<file path="src/rtl/rand_share_arb.sv">
// rand_share_arb
// Shares one 8-bit Fibonacci LFSR among NREQ requesters. Each grant hands
// out exactly one fresh random byte with a one-cycle ack pulse, and the LFSR
// advances exactly once per grant.
//
// Ports:
//   clk        system clock, rising edge
//   rst        asynchronous reset, active-high
//   req        level request per client, held until ack
//   ack        one-hot, one-cycle grant pulse (rand_out valid in same cycle)
//   rand_out   delivered random byte, holds between grants
//   seed_load  load seed_in into the LFSR at the next edge
//   seed_in    seed value (0 is legal, recovers to SEED on the next step)
//   busy       high whenever the FSM is not in IDLE
//
// Configuration:
//   RAND_FIXED_PRIO_EN  when defined, the lowest-index request always wins
//                       and no round-robin pointer exists. Default (undefined)
//                       is round-robin starting from rr_ptr.
//
// Parameters: NREQ (2..8), SEED (reset/lockup value), GAP_CYCLES (0..15).

module rand_share_arb #(
  parameter int unsigned NREQ       = 4,
  parameter logic [7:0]  SEED       = 8'd10,
  parameter int unsigned GAP_CYCLES = 1
) (
  input  logic            clk,
  input  logic            rst,
  input  logic [NREQ-1:0] req,
  output logic [NREQ-1:0] ack,
  output logic [7:0]      rand_out,
  input  logic            seed_load,
  input  logic [7:0]      seed_in,
  output logic            busy
);

  localparam int unsigned PW = (NREQ > 1) ? $clog2(NREQ) : 1;
  localparam int unsigned CW = 4;
  // GAP is entered with GAP_CYCLES-1 so that it lasts exactly GAP_CYCLES cycles.
  localparam logic [CW-1:0] GAP_LOAD = (GAP_CYCLES == 0) ? '0 : CW'(GAP_CYCLES - 1);

  typedef enum logic [1:0] {
    ST_IDLE  = 2'd0,
    ST_GRANT = 2'd1,
    ST_GAP   = 2'd2
  } state_e;

  // One LFSR step; the all-zero lockup state is recovered by reloading SEED.
  function automatic logic [7:0] lfsr_step(input logic [7:0] v);
    logic [7:0] r;
    if (v == 8'h00) begin
      r = SEED;
    end else begin
      r = {v[4] ^ v[3] ^ v[2] ^ v[0], v[7:1]};
    end
    return r;
  endfunction

  state_e          state_q, state_d;
  logic [7:0]      lfsr_q, lfsr_d;
  logic [NREQ-1:0] ack_q, ack_d;
  logic [7:0]      rand_q, rand_d;
  logic [CW-1:0]   cnt_q, cnt_d;
  logic            busy_q, busy_d;

  logic            win_vld_c;
  logic [PW-1:0]   win_idx_c;

`ifdef RAND_FIXED_PRIO_EN
  // Fixed priority: lowest asserted index wins.
  always_comb begin
    win_vld_c = 1'b0;
    win_idx_c = '0;
    for (int i = NREQ - 1; i >= 0; i--) begin
      if (req[PW'(i)]) begin
        win_vld_c = 1'b1;
        win_idx_c = PW'(i);
      end
    end
  end
`else
  logic [PW-1:0] rr_ptr_q, rr_ptr_d;

  // Round-robin: first set request searching upward from rr_ptr, wrapping.
  always_comb begin
    int unsigned idx;
    win_vld_c = 1'b0;
    win_idx_c = '0;
    idx       = 0;
    for (int unsigned i = 0; i < NREQ; i++) begin
      idx = i + 32'(rr_ptr_q);
      if (idx >= NREQ) begin
        idx = idx - NREQ;
      end
      if (!win_vld_c && req[PW'(idx)]) begin
        win_vld_c = 1'b1;
        win_idx_c = PW'(idx);
      end
    end
  end
`endif

  // Next-state and output logic.
  always_comb begin
    state_d = state_q;
    lfsr_d  = lfsr_q;
    ack_d   = '0;
    rand_d  = rand_q;
    cnt_d   = cnt_q;
`ifndef RAND_FIXED_PRIO_EN
    rr_ptr_d = rr_ptr_q;
`endif

    case (state_q)
      ST_IDLE: begin
        if (win_vld_c) begin
          ack_d[win_idx_c] = 1'b1;
          rand_d           = lfsr_q;
          lfsr_d           = lfsr_step(lfsr_q);
          state_d          = ST_GRANT;
`ifndef RAND_FIXED_PRIO_EN
          if (win_idx_c == PW'(NREQ - 1)) begin
            rr_ptr_d = '0;
          end else begin
            rr_ptr_d = win_idx_c + PW'(1);
          end
`endif
        end
      end

      ST_GRANT: begin
        if (GAP_CYCLES == 0) begin
          state_d = ST_IDLE;
        end else begin
          state_d = ST_GAP;
          cnt_d   = GAP_LOAD;
        end
      end

      ST_GAP: begin
        // Requests are ignored here.
        if (cnt_q == '0) begin
          state_d = ST_IDLE;
        end else begin
          cnt_d = cnt_q - CW'(1);
        end
      end

      default: begin
        state_d = ST_IDLE;
      end
    endcase

    // A seed load wins over a coinciding step; the grant still sees the old value.
    if (seed_load) begin
      lfsr_d = seed_in;
    end

    busy_d = (state_d != ST_IDLE);
  end

  // State and output registers.
  always_ff @(posedge clk or posedge rst) begin
    if (rst) begin
      state_q <= ST_IDLE;
      lfsr_q  <= SEED;
      ack_q   <= '0;
      rand_q  <= 8'h00;
      cnt_q   <= '0;
      busy_q  <= 1'b0;
    end else begin
      state_q <= state_d;
      lfsr_q  <= lfsr_d;
      ack_q   <= ack_d;
      rand_q  <= rand_d;
      cnt_q   <= cnt_d;
      busy_q  <= busy_d;
    end
  end

`ifndef RAND_FIXED_PRIO_EN
  // Round-robin pointer register.
  always_ff @(posedge clk or posedge rst) begin
    if (rst) begin
      rr_ptr_q <= '0;
    end else begin
      rr_ptr_q <= rr_ptr_d;
    end
  end
`endif

  assign ack      = ack_q;
  assign rand_out = rand_q;
  assign busy     = busy_q;

endmodule

</file>
<file path="config.mk">
export PLATFORM = sky130hd
export DESIGN_NAME = rand_share_arb
export DESIGN_NICKNAME = d
export VERILOG_FILES = /design/src/rtl/rand_share_arb.sv
export SDC_FILE = /design/constraint.sdc
export NUM_CORES = 1
export LEC_CHECK = 0
export ABC_CLOCK_PERIOD_IN_PS = 1750
export BUFFER_PORTS_ARGS = -buffer_cell sky130_fd_sc_hd__buf_4
export CORE_UTILIZATION = 50
export CTS_BUF_LIST = sky130_fd_sc_hd__clkbuf_8
export CTS_CLUSTER_DIAMETER = 40
export DETAILED_ROUTE_END_ITERATION = 7
export HOLD_SLACK_MARGIN = 0.03
export PLACE_DENSITY = 0.72
export SYNTH_ARGS = -nofsm -noshare
export SYNTH_HDL_FRONTEND = slang
export SYNTH_SLANG_ARGS = --single-unit
</file>
<file path="constraint.sdc">
create_clock -name clk -period 1.75 [get_ports clk]
set_input_delay 0.35 -clock clk [delete_from_list [all_inputs] [get_ports clk]]
set_output_delay 0.35 -clock clk [all_outputs]
set_load 0.02 [all_outputs]
</file>
; Yosys cells after proc, flatten, opt, wreduce, memory -nomap -nowiden
; Index checks and enable logic that the tools add are counted.
[word_totals]
regBits = 29
inputBits = 15
[classes]
n_addsub = 9
order_cmp = 10
n_eq_ne = 4
n_mux = 34
bitwise = 3
reduce_logical = 17
[ops]
columns = cell, count
row1 = 8-bit 2-to-1 mux, 4
row2 = 2-bit 2-to-1 mux, 11
row3 = 2-bit by 3-bit less-than comparator with 1-bit output (second input constant), 5
row4 = 4-bit 2-to-1 mux, 3
row5 = 3-bit greater-or-equal comparator (second input constant), 3
row6 = 1-bit 2-to-1 mux, 9
row7 = 1-bit binary-select mux with 2-bit select, 4
row8 = 8-bit zero test, 1
row9 = 4-bit case mux with 2 select lines, 1
row10 = 2-bit nonzero test, 4
row11 = 2-bit by 1-bit subtractor with 2-bit output (second input constant), 4
row12 = 2-bit by 2-bit adder with 3-bit output (first input constant), 2
row13 = 2-bit case mux with 3 select lines, 1
row14 = 2-bit AND reduction, 3
row15 = 2-bit == test (second input constant), 2
row16 = 1-bit logical AND, 4
row17 = 4-bit zero test, 1
row18 = 4-bit by 1-bit subtractor with 4-bit output (second input constant), 1
row19 = 1-bit by 2-bit adder with 3-bit output (first input constant), 1
row20 = 2-bit by 3-bit greater-or-equal comparator with 1-bit output (second input constant), 1
row21 = 1-bit zero test, 3
row22 = 1-bit bitwise XOR, 3
row23 = 2-bit by 1-bit adder with 2-bit output (second input constant), 1
row24 = 1-bit demux with 2-bit select, 1
row25 = 4 further kinds, 4

; Logic depth before layout (Yosys ltp)
; Gate-level depths: netlist of the first run.
[logic_depth]
depth_word = 20
ltp_mapped = 7
ltp_nobuf = 7

; Worst setup path after synthesis of the first run
; Ideal clock, no wire load.
[synth_timing]
kind = register to register
startpoint = reg cnt_q[0]
endpoint = reg cnt_q[0]
setup_ps = 79
t_arrival_ps = 1538
path_slack_ps = 132
stages_incl_launch_ff = 8
n_path_buf = 0
period_less_slack_ps = 1618
path_cell_list = dfrtp_1 inv_1 ha_1 or3b_2 nand3_1 a21boi_2 inv_1 mux2i_1
[synth_via]
elab_chain_cells = 3
elab_cells_between_ends = 6
classes_between = add/sub (1) / eq/ne (1) / mux (2) / reduce/logical (2)
[synth_rtl]
columns = element, line_no
row1 = "start, declared", 64  ; logic [CW-1:0] cnt_q, cnt_d;
row2 = "start signal, assigned", 177  ; cnt_q <= cnt_d;
row3 = 4-bit by 1-bit subtractor with 4-bit output / 4-bit zero test (equally long branches), "146, 143"
row4 = 4-bit 2-to-1 mux / 2-bit inequality test (equally long branches), --
row5 = 4-bit case mux with 2 select lines / 2-bit AND reduction (equally long branches), --
; Parallel ways exist; a longest one is shown, timed or not. The select of a mux whose other input is x is not followed.
; A chain may end at the register's enable or synchronous reset.

; Worst setup path after layout of the first run
; Same ends and word-level chain as after synthesis.

==> impl_results.md, run 1 <==
- Maximum vdd drop: ~1200 uV
- Core area: 2567 um^2
- Total congestion overflow: 0
- TNS Setup: 0 ps
- Max-cap violation count: 0
- Slew @ Worst Pin: 363.1 ps
- Fin. Hold Viols: 0
- Post-Synthesis Cell Area: roughly 1400 um^2
- Pwr/cell area: between 1500 and 2000 nW/um^2
- Dpl cell area: around 1700 um^2
- DP Cell Count: around 200
- Post-CTS Repair Setup Buffers: 0
- Row count: 18
- Psw: roughly 1100 uW
- Vias in the first global route: 963
- Post-synth top area share: 48.00%
- Root buffer cell: clkbuf_8
- Status: finished clean
- Synthesized net count: around 160
- Wire length per cell: ~13 um
- R2R Setup Slk: roughly 94 ps
- Crit path arrival time: 1860 ps
- Sink Count: 29
- Wirelength, routed: roughly 2700 um
- Tmin final: ~1700 ps
- CTS clk-pin slew, worst paths: 60 ps
- Max-slew violation count: 0
- Io pins: 28
- Cells after Synth: between 100 and 150
- Slowest Stage Delay on Critical Path: around 470 ps
- Chip Height: approximately 55 um
- GRT Overall Usage: ~22%
- Routability cong.: slightly below 0.8
- Vias per inst: 5.225
- Starting DRT DRC Count: 10
- Area Overhead vs Synth: 26.93%
- R2R cell count: 7
- Share of layout cells above drive strength 1: ~34%
- Num CTS Buffers: 5
- Via count: approximately 1100
- Synth area leader: dfrtp_1
- Hold WC Path Type: in2async
- Tcrit/Tclk final: ~95%
- Syn Area/Cell: ~11 um^2
- Slew HR: 75.79%
- Crit path top cell by count: inv_2
- Async SR Flop Fraction: 100.0%
- Top_reg_cell synth: dfrtp_1
- Post-synth EDFFs: 0
- Clock Tree Buf Depth: 2
- Initial antenna violation count: 0
- Worst setup SP type: flip-flop
- Pin count of the biggest net entering global routing: 30
- Critical R2R Capture: cnt_q[0]
- Commonest non-fill, non-tap cell in the layout: buf_4
- Commonest cells after routing, fill and taps aside: 35 x buf_4, 33 x nand2_1, 27 x dfrtp_1
- Yosys warns: 0
- RSZ-0062 raised after global routing: false
- Detailed Routing Iterations Pass 1: 4
- Crit end category: flip-flop
- Latest clock arrival within the worst-skew pair: ~280 ps
- Final Skew: 6.821 ps
- R2r startpoint: cnt_q[0]
- CTS tree: built
- Final setup fails: 0
- Number of remaining DRC errors: 0
- Critical Path, Cell by Cell: inv_2, ha_1, or3b_2, nand3_2, a21boi_4, inv_2, mux2i_1
- Power Internal: roughly 1800 uW
- Leakage: 0.0009266 uW
- Design Area, Final: 1787 um^2
- Final Core Density: between 60% and 70%
- Critical path type: reg2reg
- Critical-path top delay cell: or3b_2
- Sw Ratio: about two fifths
- Fmax: ~0.6 GHz
- Reg power frac: 36.6%
- Finished Layout Cells: 204
- Max H-tree Level: 2
- Diode count: 0
- Dominant cells by area after synthesis: dfrtp_1 48%, nand2_1 8.8%, ha_1 5.3%
- Synth cell types: 37
- Die ar.: 3032 um^2
- Global-route wire length before repair: 4360 um
- Antenna-violating nets left: 0
- Seq/Total Area, Yosys: slightly above 50%
- Largest fanout on the critical path: 3
- Post-DP HPWL: around 2000 um
- Clock power frac: a little under a fifth
- Yosys reg bits: 29
- Port bufs: 27
- Die W: 55.06 um
- Required @ worst endpoint: between 1500 and 2000 ps
- Combinational share of power: 44.9%
- Starting Density: between 50% and 60%
- Nets@finish: around 190
layout make-up:
type                       instances  area (um^2)
clock buffer                       6        82.58
tap                               30        37.54
fill                             196        780.7
timing repair buffer              35        262.8
inverter                          10        40.04
multi-input combinational         92        628.1
clock inverter                     2        7.507
sequential                        29        728.2
sequential cells by signal (all words and copies together) (netlist names):
name      flops
ack           4
lfsr_q        8
state_q       2
rr_ptr_q      2
cnt_q         4
rand_out      8
busy          1
logic make-up after synthesis:
group,synth area share [%]
buffers and inverters,4.977
and+or+nand+nor,17.42
xor gates and xnor gates,3.111
muxes,6.844
AOI/OAI and AO/OA,10.58
adders and majority gates,5.333
DFF,51.73
worst max-delay path by stage:
stage               startpoint          end  cells past startpoint
floorplan             cnt_q[0]     cnt_q[0]                      7
detailed placement      req[0]  rr_ptr_q[0]                      5
CTS                   cnt_q[0]     cnt_q[0]                      7
global route          cnt_q[0]     cnt_q[0]                      7
finish                cnt_q[0]     cnt_q[0]                      7
global placement        req[0]    lfsr_q[7]                      5
critical path: cells and delay by family, from the launching register on:
kind	cells	cell delay [ps]
flip-flops	1	410
AND/OR/NAND/NOR	2	570
AO/OA/AOI/OAI	1	200
multiplexers	1	130
buffers and inverters	2	140
adder cells (fa/ha/maj)	1	140
Yosys cell counts, types with 2 or more instances:
library cell,n
mux2i_1,7
ha_1,6
xnor2_1,4
inv_1,9
o22ai_1,3
dfstp_2,2
o21ai_0,6
nor2_1,2
a21oi_1,3
o2bb2ai_1,2
nand2_1,33
o21ai_1,2
dfrtp_1,27
or4_1,2
and3_2,4
through the flow:
step	setup slack, ps	hold WS, ps	total power, uW
final	94.20	135.2	2975
after global routing	8.271	198.0	3208
after CTS	22.96	145.7	2969
after detailed placement	19.05	449.2	2411
after global placement	60.19	441.7	2373
after floorplan	132.3	425.6	1974
what timing repair did:
| action | CTS | global route |
|---|---|---|
| hold buffers | 0 | 0 |
| gates resized for setup | 0 | 6 |
| endpoints found under the setup margin | 0 | 2 |
power groups by stage:
| stage | Combinational [uW] | Clock, uW | Sequential [uW] |
|---|---|---|---|
| after floorplan | 745 | 0 | 1230 |
| after global placement | 1300 | 0 | 1080 |
| after detailed placement | 1320 | 0 | 1090 |
| after CTS | 1320 | 563 | 1080 |
| after global routing | 1500 | 593 | 1120 |
| final | 1330 | 551 | 1090 |
per-layer routing:
metal  routed length, um  global-route usage, %
met5                   0                      0
met1                1249                  27.84
met3                 134                  8.197
met2                1263                  32.13
met4                  56                  11.25
Note: power is estimated with default switching activity, not from simulation.
==> run 2, diff against run 1 <==
--- a/config.mk
+++ b/config.mk
@@ -13,6 +13,7 @@
 export DETAILED_ROUTE_END_ITERATION = 7
 export HOLD_SLACK_MARGIN = 0.03
 export PLACE_DENSITY = 0.72
+export RECOVER_POWER = 50
 export SYNTH_ARGS = -nofsm -noshare
 export SYNTH_HDL_FRONTEND = slang
 export SYNTH_SLANG_ARGS = --single-unit
==> impl_results.md, run 2 (synthesis gave the netlist of run 1 again) <==
- Initial antenna violation count: 0
- Diode count: 0
- Fmax: slightly above 0.6 GHz
- Detailed Routing Iterations Pass 1: 4
- Largest fanout on the critical path: 3
- Chip Height: roughly 55 um
- GRT Overall Usage: 21.86%
- Port bufs: 27
- Nets@finish: 194
- Commonest non-fill, non-tap cell in the layout: nand2_1
- Worst setup SP type: flip-flop
- Total congestion overflow: 0
- Post-DP HPWL: approximately 1900 um
- Wirelength, routed: approximately 2700 um
- Vias per inst: roughly 5.2
- Critical-path top delay cell: or3b_2
- Leakage: 0.0009018 uW
- Pwr/cell area: roughly 1700 nW/um^2
- Area of the multi-input gates: 628.1 um^2
- Slowest Stage Delay on Critical Path: between 400 and 500 ps
- Starting Density: roughly 55%
- Tmin final: approximately 1700 ps
- Core area: 2567 um^2
- Area Overhead vs Synth: 25.16%
- Post-CTS Repair Setup Buffers: 0
- Latest clock arrival within the worst-skew pair: approximately 280 ps
- Root buffer cell: clkbuf_8
- Fin. Hold Viols: 0
- Pin count of the biggest net entering global routing: 30
- Starting DRT DRC Count: 9
- Sink Count: 29
- Routability cong.: 0.7768
- Crit path arrival time: about 1900 ps
- Max-slew violation count: 0
- TNS Setup: 0 ps
- Slew HR: a little over half
- DP Cell Count: 196
- Critical path type: reg2reg
- Final setup fails: 0
- Required @ worst endpoint: just under 2000 ps
- Filler instances: roughly 210
- Wire length per cell: around 13 um
- Row count: 18
- RSZ-0062 raised after global routing: false
- FF+latch area: 728.2 um^2
- Crit path top cell by count: inv_2
- Antenna-violating nets left: 0
- Share of layout cells above drive strength 1: between 30 and 40%
- Crit end category: flip-flop
- Hold WC Path Type: in2async
- Slew @ Worst Pin: roughly 700 ps
- Global-route wire length before repair: roughly 4400 um
- Number of remaining DRC errors: 0
- Commonest cells after routing, fill and taps aside: 33 x nand2_1, 27 x dfrtp_1, 27 x buf_4
- Io pins: 28
- Die W: 55.06 um
- Vias in the first global route: 963
- CTS clk-pin slew, worst paths: about 60 ps
- Final Skew: approximately 7 ps
- Via count: 1067
- Max-cap violation count: 0
- Status: finished clean
- Clock Tree Buf Depth: 2
- Tcrit/Tclk final: a little over nine tenths
- Num CTS Buffers: 5
- CTS tree: built
- Finished Layout Cells: 204
- Max H-tree Level: 2
- Maximum vdd drop: between 1000 and 1500 uV
- Hold Buf Count CTS: 0
- Critical Path, Cell by Cell: inv_2, ha_1, or3b_2, nand3_2, a21boi_4, inv_2, mux2i_1
- Die ar.: 3032 um^2
-- run 2: metal layers --
| layer | part of all wire, % | vias to the layer above | global-route usage, % |
|---|---|---|---|
| met1 | 46 | 506 | 27.84 |
| met2 | 47 | 28 | 32.13 |
| li1 | - | 528 | - |
| met3 | 5.1 | 5 | 8.197 |
| met4 | 2.1 | 0 | 11.25 |
| met5 | 0 | - | 0 |
-- run 2: cell type report --
| class | instances | area share, % |
|---|---|---|
| Clock buffer | 6 | 4.687 |
| Clock inverter | 2 | 0.4261 |
| Inverter | 10 | 2.273 |
| Multi-Input combinational cell | 92 | 35.65 |
| Sequential cell | 29 | 41.34 |
| Tap cell | 30 | 2.131 |
| Timing Repair Buffer | 35 | 13.49 |
-- run 2: through the flow --
step,hold WS (ps),cell area (um^2),power [uW],utilization [%],worst slack [ps]
floorplan,425.6,1408,1974,-,132.3
global placement,441.7,1678,2373,65.35,60.19
detailed placement,449.2,1678,2411,65.35,19.05
CTS,145.7,1768,2969,68.86,22.96
global route,280.0,1762,3162,68.62,8.271
finish,261.2,1762,2930,68.62,94.65
-- run 2: what timing repair did --
action	CTS	global route
resized for setup	0	6
hold endpoints to repair	0	0
endpoints found under the setup margin	0	2
-- run 2: critical path: cells and delay by family (launching register included) --
| kind | cells | cell delay [ps] |
|---|---|---|
| AND/OR/NAND/NOR | 2 | 570 |
| AO/OA/AOI/OAI | 1 | 200 |
| adder cells (fa/ha/maj) | 1 | 140 |
| buffers and inverters | 2 | 140 |
| multiplexers | 1 | 130 |
| flip-flops | 1 | 410 |
-- run 2: path summary, 6_finish.rpt --
check	slack, ps	start	depth (start not counted)	to
max	90	cnt_q[0]	7	cnt_q[0]
min	260	rst	3	state_q[1]
max reg2reg	90	cnt_q[0]	7	cnt_q[0]
min reg2reg	470	rand_out[3]	2	rand_out[3]
max in group asynchronous	1030	rst	3	rand_out[3]
min in group clk	270	seed_in[4]	3	lfsr_q[4]
-- run 2: power breakdown --
group / total, uW / internal, uW / switching (uW)
Sequential: 1090 / 918 / 170
Clock: 551 / 308 / 243
Combinational: 1290 / 564 / 727
